[src/rtl/weight_streamer_pkg.sv]
// Shared constants and types for the conv-core weight streamer.
// Word counts follow from the conv geometry: 3 in-ch x 24 out-ch x 3x3 taps of
// 8-bit kernels, 24 32-bit biases, 24 64-bit dequant scales and one config word.
package weight_streamer_pkg;

    localparam int unsigned CONV_IN_CH       = 3;
    localparam int unsigned CONV_OUT_CH      = 24;
    localparam int unsigned CONV_KERNEL_TAPS = 9;
    localparam int unsigned WORD_BYTES       = 8;
    localparam int unsigned BIAS_BYTES       = 4;

    localparam int unsigned pKERNEL_NUM        = CONV_IN_CH * CONV_OUT_CH * CONV_KERNEL_TAPS / WORD_BYTES;
    localparam int unsigned pBIAS_NUM          = CONV_OUT_CH * BIAS_BYTES / WORD_BYTES;
    localparam int unsigned pDEQUANT_SCALE_NUM = CONV_OUT_CH;
    localparam int unsigned pWEIGHTS_NUM       = pKERNEL_NUM + pBIAS_NUM + pDEQUANT_SCALE_NUM + 1;
    localparam logic [31:0] pWEIGHT_BASE_ADDR  = 32'h4000_0000;

    typedef enum logic [1:0] {
        W_KERNEL = 2'd0,
        W_BIAS   = 2'd1,
        W_SCALE  = 2'd2,
        W_CONFIG = 2'd3
    } weight_type_e;

    typedef enum logic [1:0] {
        ST_IDLE   = 2'd0,
        ST_STREAM = 2'd1,
        ST_DRAIN  = 2'd2,
        ST_DONE   = 2'd3
    } ws_state_e;

endpackage

[src/rtl/weight_sync_fifo.sv]
// Synchronous FIFO with registered count/full/empty flags.
// Ports: clk, rst (sync, active-high), wr_en/wr_data push, rd_en pop,
//        rd_data = head entry, count = occupancy, full, empty.
// A push on a full FIFO is accepted when a pop happens in the same cycle.
module weight_sync_fifo #(
    parameter int unsigned WIDTH = 64,
    parameter int unsigned DEPTH = 4
) (
    input  logic                           clk,
    input  logic                           rst,
    input  logic                           wr_en,
    input  logic [WIDTH-1:0]               wr_data,
    input  logic                           rd_en,
    output logic [WIDTH-1:0]               rd_data,
    output logic [$clog2(DEPTH+1)-1:0]     count,
    output logic                           full,
    output logic                           empty
);

    localparam int unsigned PTR_W = (DEPTH > 1) ? $clog2(DEPTH) : 1;
    localparam int unsigned CNT_W = $clog2(DEPTH + 1);

    logic [WIDTH-1:0] mem [DEPTH];
    logic [PTR_W-1:0] wr_ptr;
    logic [PTR_W-1:0] rd_ptr;
    logic             do_wr_c;
    logic             do_rd_c;
    logic [CNT_W-1:0] count_nxt_c;

    // Qualified push/pop and next occupancy
    always_comb begin
        do_wr_c     = wr_en && (!full || rd_en);
        do_rd_c     = rd_en && !empty;
        count_nxt_c = count + CNT_W'(do_wr_c) - CNT_W'(do_rd_c);
    end

    // Storage, pointers and flags
    always_ff @(posedge clk) begin
        if (rst) begin
            for (int i = 0; i < int'(DEPTH); i++) begin
                mem[i] <= '0;
            end
            wr_ptr <= '0;
            rd_ptr <= '0;
            count  <= '0;
            full   <= 1'b0;
            empty  <= 1'b1;
        end else begin
            if (do_wr_c) begin
                mem[wr_ptr] <= wr_data;
                wr_ptr      <= (wr_ptr == PTR_W'(DEPTH - 1)) ? '0 : wr_ptr + PTR_W'(1);
            end
            if (do_rd_c) begin
                rd_ptr <= (rd_ptr == PTR_W'(DEPTH - 1)) ? '0 : rd_ptr + PTR_W'(1);
            end
            count <= count_nxt_c;
            full  <= (count_nxt_c == CNT_W'(DEPTH));
            empty <= (count_nxt_c == '0);
        end
    end

    assign rd_data = mem[rd_ptr];

endmodule

[src/rtl/weight_streamer.sv]
// Streams the packed weight image from a fixed-latency source memory to the
// conv core's weight port over a valid/ready handshake.
// Ports: clk, rst (sync, active-high); i_start starts a stream, o_busy/o_done
//        report progress; o_rd_en/o_rd_addr/i_rd_data talk to the source
//        memory; o_weight_valid/i_weight_ready/o_weight_addr/o_weight_data/
//        o_weight_type present words to the conv core.
// Reads are issued only while (in-flight + buffered - popping) < pFIFO_DEPTH,
// so returning data always has a FIFO slot and ready may stall indefinitely.
module weight_streamer #(
    parameter int unsigned pWEIGHT_DATA_WIDTH = 64,
    parameter logic [31:0] pWEIGHT_BASE_ADDR  = weight_streamer_pkg::pWEIGHT_BASE_ADDR,
    parameter int unsigned pKERNEL_NUM        = weight_streamer_pkg::pKERNEL_NUM,
    parameter int unsigned pBIAS_NUM          = weight_streamer_pkg::pBIAS_NUM,
    parameter int unsigned pDEQUANT_SCALE_NUM = weight_streamer_pkg::pDEQUANT_SCALE_NUM,
    parameter int unsigned pWEIGHTS_NUM       = weight_streamer_pkg::pWEIGHTS_NUM,
    parameter int unsigned pRD_LATENCY        = 2,
    parameter int unsigned pFIFO_DEPTH        = 4
) (
    input  logic                              clk,
    input  logic                              rst,
    input  logic                              i_start,
    output logic                              o_busy,
    output logic                              o_done,
    output logic                              o_rd_en,
    output logic [$clog2(pWEIGHTS_NUM)-1:0]   o_rd_addr,
    input  logic [pWEIGHT_DATA_WIDTH-1:0]     i_rd_data,
    output logic                              o_weight_valid,
    input  logic                              i_weight_ready,
    output logic [31:0]                       o_weight_addr,
    output logic [pWEIGHT_DATA_WIDTH-1:0]     o_weight_data,
    output logic [1:0]                        o_weight_type
);

    import weight_streamer_pkg::*;

    localparam int unsigned IDX_W  = $clog2(pWEIGHTS_NUM);
    localparam int unsigned CNT_W  = $clog2(pFIFO_DEPTH + 1);
    localparam int unsigned CRED_W = $clog2(pFIFO_DEPTH + pRD_LATENCY + 2);
    localparam logic [IDX_W-1:0] LAST_IDX = IDX_W'(pWEIGHTS_NUM - 1);

    ws_state_e                state;
    ws_state_e                state_next;
    logic                     issue_c;
    logic                     start_acc_c;
    logic                     pop_c;
    logic                     push_c;
    logic [CRED_W-1:0]        credit_used_c;
    logic [IDX_W-1:0]         rd_idx;
    logic [IDX_W-1:0]         out_idx;
    logic [IDX_W-1:0]         out_idx_inc_c;
    logic [pRD_LATENCY-1:0]   rd_vld_dl;
    logic [CNT_W-1:0]         fifo_count;
    logic                     fifo_full;
    logic                     fifo_empty;

    // Segment tag of a given output word index
    function automatic weight_type_e type_of(input logic [IDX_W-1:0] idx);
        if (32'(idx) < pKERNEL_NUM)
            return W_KERNEL;
        else if (32'(idx) < pKERNEL_NUM + pBIAS_NUM)
            return W_BIAS;
        else if (32'(idx) < pKERNEL_NUM + pBIAS_NUM + pDEQUANT_SCALE_NUM)
            return W_SCALE;
        else
            return W_CONFIG;
    endfunction

    assign o_weight_valid = !fifo_empty;
    assign pop_c          = o_weight_valid && i_weight_ready;
    assign push_c         = rd_vld_dl[pRD_LATENCY-1];
    assign out_idx_inc_c  = out_idx + IDX_W'(1);

    // Slots committed after this cycle: read on the bus, reads in the delay
    // line and buffered words, less the word leaving this cycle
    always_comb begin
        credit_used_c = CRED_W'(o_rd_en) + CRED_W'(fifo_count);
        for (int i = 0; i < int'(pRD_LATENCY); i++) begin
            credit_used_c = credit_used_c + CRED_W'(rd_vld_dl[i]);
        end
        credit_used_c = credit_used_c - CRED_W'(pop_c);
    end

    // FSM state register
    always_ff @(posedge clk) begin
        if (rst) begin
            state <= ST_IDLE;
        end else begin
            state <= state_next;
        end
    end

    // FSM next state and read-issue decision for the following cycle
    always_comb begin
        state_next  = state;
        issue_c     = 1'b0;
        start_acc_c = 1'b0;
        case (state)
            ST_IDLE: begin
                if (i_start) begin
                    start_acc_c = 1'b1;
                    issue_c     = 1'b1;
                    state_next  = ST_STREAM;
                end
            end
            ST_STREAM: begin
                if ((credit_used_c < CRED_W'(pFIFO_DEPTH)) && !(fifo_full && !pop_c)) begin
                    issue_c = 1'b1;
                    if (rd_idx == LAST_IDX) begin
                        state_next = ST_DRAIN;
                    end
                end
            end
            ST_DRAIN: begin
                if (pop_c && (out_idx == LAST_IDX)) begin
                    state_next = ST_DONE;
                end
            end
            ST_DONE: begin
                state_next = ST_IDLE;
            end
            default: begin
                state_next = ST_IDLE;
            end
        endcase
    end

    // Registered status, read port, rd-valid delay line and output tagging
    always_ff @(posedge clk) begin
        if (rst) begin
            o_busy        <= 1'b0;
            o_done        <= 1'b0;
            o_rd_en       <= 1'b0;
            o_rd_addr     <= '0;
            rd_idx        <= '0;
            rd_vld_dl     <= '0;
            out_idx       <= '0;
            o_weight_addr <= '0;
            o_weight_type <= '0;
        end else begin
            o_busy  <= (state_next == ST_STREAM) || (state_next == ST_DRAIN);
            o_done  <= (state_next == ST_DONE);
            o_rd_en <= issue_c;
            if (issue_c) begin
                o_rd_addr <= rd_idx;
            end
            if (state == ST_DONE) begin
                rd_idx <= '0;
            end else if (issue_c) begin
                rd_idx <= rd_idx + IDX_W'(1);
            end
            rd_vld_dl[0] <= o_rd_en;
            for (int i = 1; i < int'(pRD_LATENCY); i++) begin
                rd_vld_dl[i] <= rd_vld_dl[i-1];
            end
            if (start_acc_c) begin
                out_idx       <= '0;
                o_weight_addr <= pWEIGHT_BASE_ADDR;
                o_weight_type <= W_KERNEL;
            end else if (pop_c) begin
                out_idx       <= out_idx_inc_c;
                o_weight_addr <= pWEIGHT_BASE_ADDR + 32'({out_idx_inc_c, 3'b000});
                o_weight_type <= type_of(out_idx_inc_c);
            end
        end
    end

    weight_sync_fifo #(
        .WIDTH (pWEIGHT_DATA_WIDTH),
        .DEPTH (pFIFO_DEPTH)
    ) u_fifo (
        .clk     (clk),
        .rst     (rst),
        .wr_en   (push_c),
        .wr_data (i_rd_data),
        .rd_en   (pop_c),
        .rd_data (o_weight_data),
        .count   (fifo_count),
        .full    (fifo_full),
        .empty   (fifo_empty)
    );

endmodule
[config.mk]
export PLATFORM = sky130hd
export DESIGN_NAME = weight_streamer
export DESIGN_NICKNAME = d
export VERILOG_FILES = /design/src/rtl/weight_streamer_pkg.sv /design/src/rtl/weight_sync_fifo.sv /design/src/rtl/weight_streamer.sv
export SDC_FILE = /design/constraint.sdc
export NUM_CORES = 1
export LEC_CHECK = 0
export CAP_MARGIN = 20
export CORE_MARGIN = 1.5
export CORE_UTILIZATION = 44
export DETAILED_ROUTE_END_ITERATION = 8
export PLACE_DENSITY = 0.63
export SKIP_CTS_REPAIR_TIMING = 1
export SLEW_MARGIN = 40
export SYNTH_ARGS = -nofsm -noshare
export SYNTH_HDL_FRONTEND = slang
export SYNTH_SLANG_ARGS = --single-unit
[constraint.sdc]
create_clock -name clk -period 5.55 [get_ports clk]
set_clock_uncertainty 0.2 [all_clocks]
set_input_delay 1.665 -clock clk [delete_from_list [all_inputs] [get_ports clk]]
set_output_delay 1.665 -clock clk [all_outputs]
set_load 0.01 [all_outputs]
==> summary.txt <==
Min path
  – Hold Startpoint: rd_vld_dl[0]
  – Worst Hold End: rd_vld_dl[1]
  – Hold Crit Class: flip-flop to flip-flop
  – Hold depth: 2

Detailed routing
  – Initial DRT Pass Iterations: 5
  – Met2 wire len: 13800 µm
  – Wire per inst: 18.8 µm
  – DRT iter0 DRCs: approximately 440
  – Met3 WL post-DR: around 1500 µm
  – Post-route ant nets: 0
  – Via count of the routed design: 7327
  – DRC: 0
  – Max Used Layer: met5
  – Wl on met1: 11600 µm
  – Via density: 5.04
  – Detailed Route WL: around 27000 µm

Floorplanning
  – Row Count: 63
  – Die width: 177 µm
  – Core ar.: 0.0296 mm²
  – Height of the die: 177 µm
  – I/O pin cnt: 177
  – Total Die Area: 0.0312 mm²
  – Starting Density: roughly 45%

Global routing
  – Total track usage: 18.0%
  – Initial antenna violation count: 3
  – Vias in the first global route: 7577
  – Global-route wire length before repair: 42600 µm
  – Congestion Overflow GR: 0
  – Pin count of the biggest net entering global routing: 65

Critical path
  – Launching point of the worst reg2reg path: u_fifo.empty
  – CP Capture Type: flip-flop
  – Critical Path RT: 5.77 ns
  – Reg2reg end: rd_idx[6]
  – Startpoint types: input pin
  – Worst Reg-to-Reg Cells: 12
  – Crit Path Max Fanout: 13
  – WP data arrival: 4.70 ns
  – Worst R2R Setup Slack: 2.26 ns
  – Critical path class: input pin to flip-flop

Logic synthesis
  – Share of the synthesized area in the top cell type: approximately 58%
  – Most frequent cell after synthesis: and2_1
  – Synthesized instance count: 890
  – Yosys top cell by area: edfxtp_1
  – YS warnings: 0
  – Synth area leaders: edfxtp_1 58%, and2_1 12%, mux4_2 11%, dfxtp_1 6.3%, buf_4 1.5%
  – Synth top cells by count: 258 x and2_1, 256 x edfxtp_1, 64 x mux4_2
  – Ys flop type: edfxtp_1
  – Sequential area share after synthesis: around 64%
  – Mapped Avg Cell Area: between 10 and 15 µm²
  – Post-synth EDFFs: about 260
  – Flops & latches, synth: about 300
  – Post-Syn Area: 0.0133 mm²
  – FFs w/ async S/R, synth: 0%
  – Yosys cell types: 49

Timing
  – Final Critical Period: 4.48 ns
  – Fmax: 223 MHz
  – Setup_tns: 0 ns
  – Max-slew violations: 0
  – Endpoints failing setup: 0
  – Tightest Pin Transition: around 0.75 ns
  – Final worst path period share: 80.7%
  – RSZ-0062 raised after global routing: no
  – Slew HR: 50.2%
  – Final Hold Vio Count: 0

Placement
  – Port Buffers: between 150 and 200
  – Gp weighted congestion: 0.729
  – Final HPWL DP: 15600 µm
  – Placed cell count: 1393

Clocking
  – Inserted Clock Buffers: 34
  – CTS Root Cell: clkbuf_16
  – H-tree depth: 2
  – Clock-pin slew on the worst setup and hold paths: 0.06 ns
  – Clk sinks: 298
  – Worst-case clock buffer depth: 3
  – Worst-Skew Late Latency: 0.49 ns
  – CTS tree: built

Run status
  – Status: finished clean

Final layout
  – Area growth syn-to-layout: 22.8%
  – Final cell count without fillers: about 1500
  – Share of cells above drive strength 1: 13.6%
  – Post-layout nets: 1121
  – Fillers: ~2500

Pwr
  – Leakage: 5.88 nW
  – PD cells: 349 mW/mm²
  – Worst VDD drop: 0.000199 V
  – Design Power: about 5.7 mW

Run
  – MaxCap Viol Count: 0
## sequential cells by signal, summed over array words and instances (netlist names), named ones only
register / cells
o_done: 1
u_fifo.mem: 256
u_fifo.empty: 1
o_weight_type: 2
out_idx: 7
o_rd_addr: 7
o_weight_addr: 1
o_busy: 1
u_fifo.wr_ptr: 2
o_rd_en: 1
u_fifo.rd_ptr: 2
rd_vld_dl: 2
u_fifo.count: 3
u_fifo.full: 1
rd_idx: 7
state: 2
## report_power, final
part | leakage, nW | switching, mW | internal (mW)
Clock | 0.519 | 0.852 | 1.27
Combinational | 2.37 | 0.423 | 0.507
Sequential | 2.99 | 0.0794 | 2.55
## stage by stage
step           cell area (µm²)  setup slack, ns  utilization [%]  hold WS [ns]
4_1_cts                  16300             1.06             55.0         0.251
3_3_place_gp             15200            0.624             51.3         0.234
3_5_place_dp             15200            0.596             51.3         0.244
6_report                 16300             1.07             55.0         0.246
2_1_floorplan            13400            0.839                -         0.220
5_1_grt                  16300            0.890             55.0         0.273
## metal layers
layer	GRT usage [%]	up-vias
met4	4.10	4
met5	0	-
met1	23.2	3609
li1	-	3488
met2	31.2	187
met3	3.91	39
## worst max-delay path by stage
stage	from	end	cells past startpoint
2_1_floorplan	i_weight_ready	rd_idx[3]	14
3_3_place_gp	i_weight_ready	rd_idx[3]	13
3_5_place_dp	i_weight_ready	rd_idx[3]	13
4_1_cts	flip-flop	o_weight_data[10]	3
5_1_grt	i_weight_ready	rd_idx[6]	13
6_report	i_weight_ready	rd_idx[6]	13
## kinds of logic after synthesis
kind of cell / synth area share [%]
multiplexers: 11.5
adder cells (fa/ha/maj): 1.43
other: 0.0283
buffers and inverters: 3.53
AO/OA/AOI/OAI: 2.42
XOR/XNOR: 1.10
flip-flops: 64.3
AND/OR/NAND/NOR: 15.6
## placed cells by master, fill, tap and decap left out, types with 3 or more instances in the layout
cell type and count:
dfxtp_1 40, conb_1 24, xor2_1 5, clkbuf_1 4, nand3_1 6, o21ai_0 7
or2_4 3, clkbuf_16 35, inv_1 14, nor3_1 6, a21oi_1 11, and2_1 258
o31ai_1 4, clkdlybuf4s50_1 152, buf_4 11, mux4_2 64, or3_1 3, clkinv_2 3
clkinv_1 10, nand4_1 4, nand2_1 17, edfxtp_1 256, nand2b_1 5, nor2_1 28
o211ai_1 3, buf_12 7, a31oi_1 4, mux2i_1 9, xnor2_1 9, nor2b_1 6
ha_1 12
## critical path, cell delays in order
cell and delay (ns):
clkdlybuf4s50_1 0.40, nand2b_1 0.09, inv_1 0.06, ha_1 0.27
inv_1 0.04, fa_1 0.37, ha_1 0.30, a31o_2 0.29
a2111oi_4 0.33, a211oi_2 0.16, buf_4 0.24, or3_1 0.35
a21oi_1 0.13
## area by class of cell
type	count	area [µm²]	share of cell area, %
antenna	1	2.50	0.0154
clock buffer	41	918	5.64
clock inverter	20	154	0.945
inverter	14	52.6	0.323
multi-input combinational	521	4400	27.0
sequential	298	8540	52.4
tap	390	488	2.99
timing repair buffer	170	1740	10.7
Power figures use the tool's default switching activity.
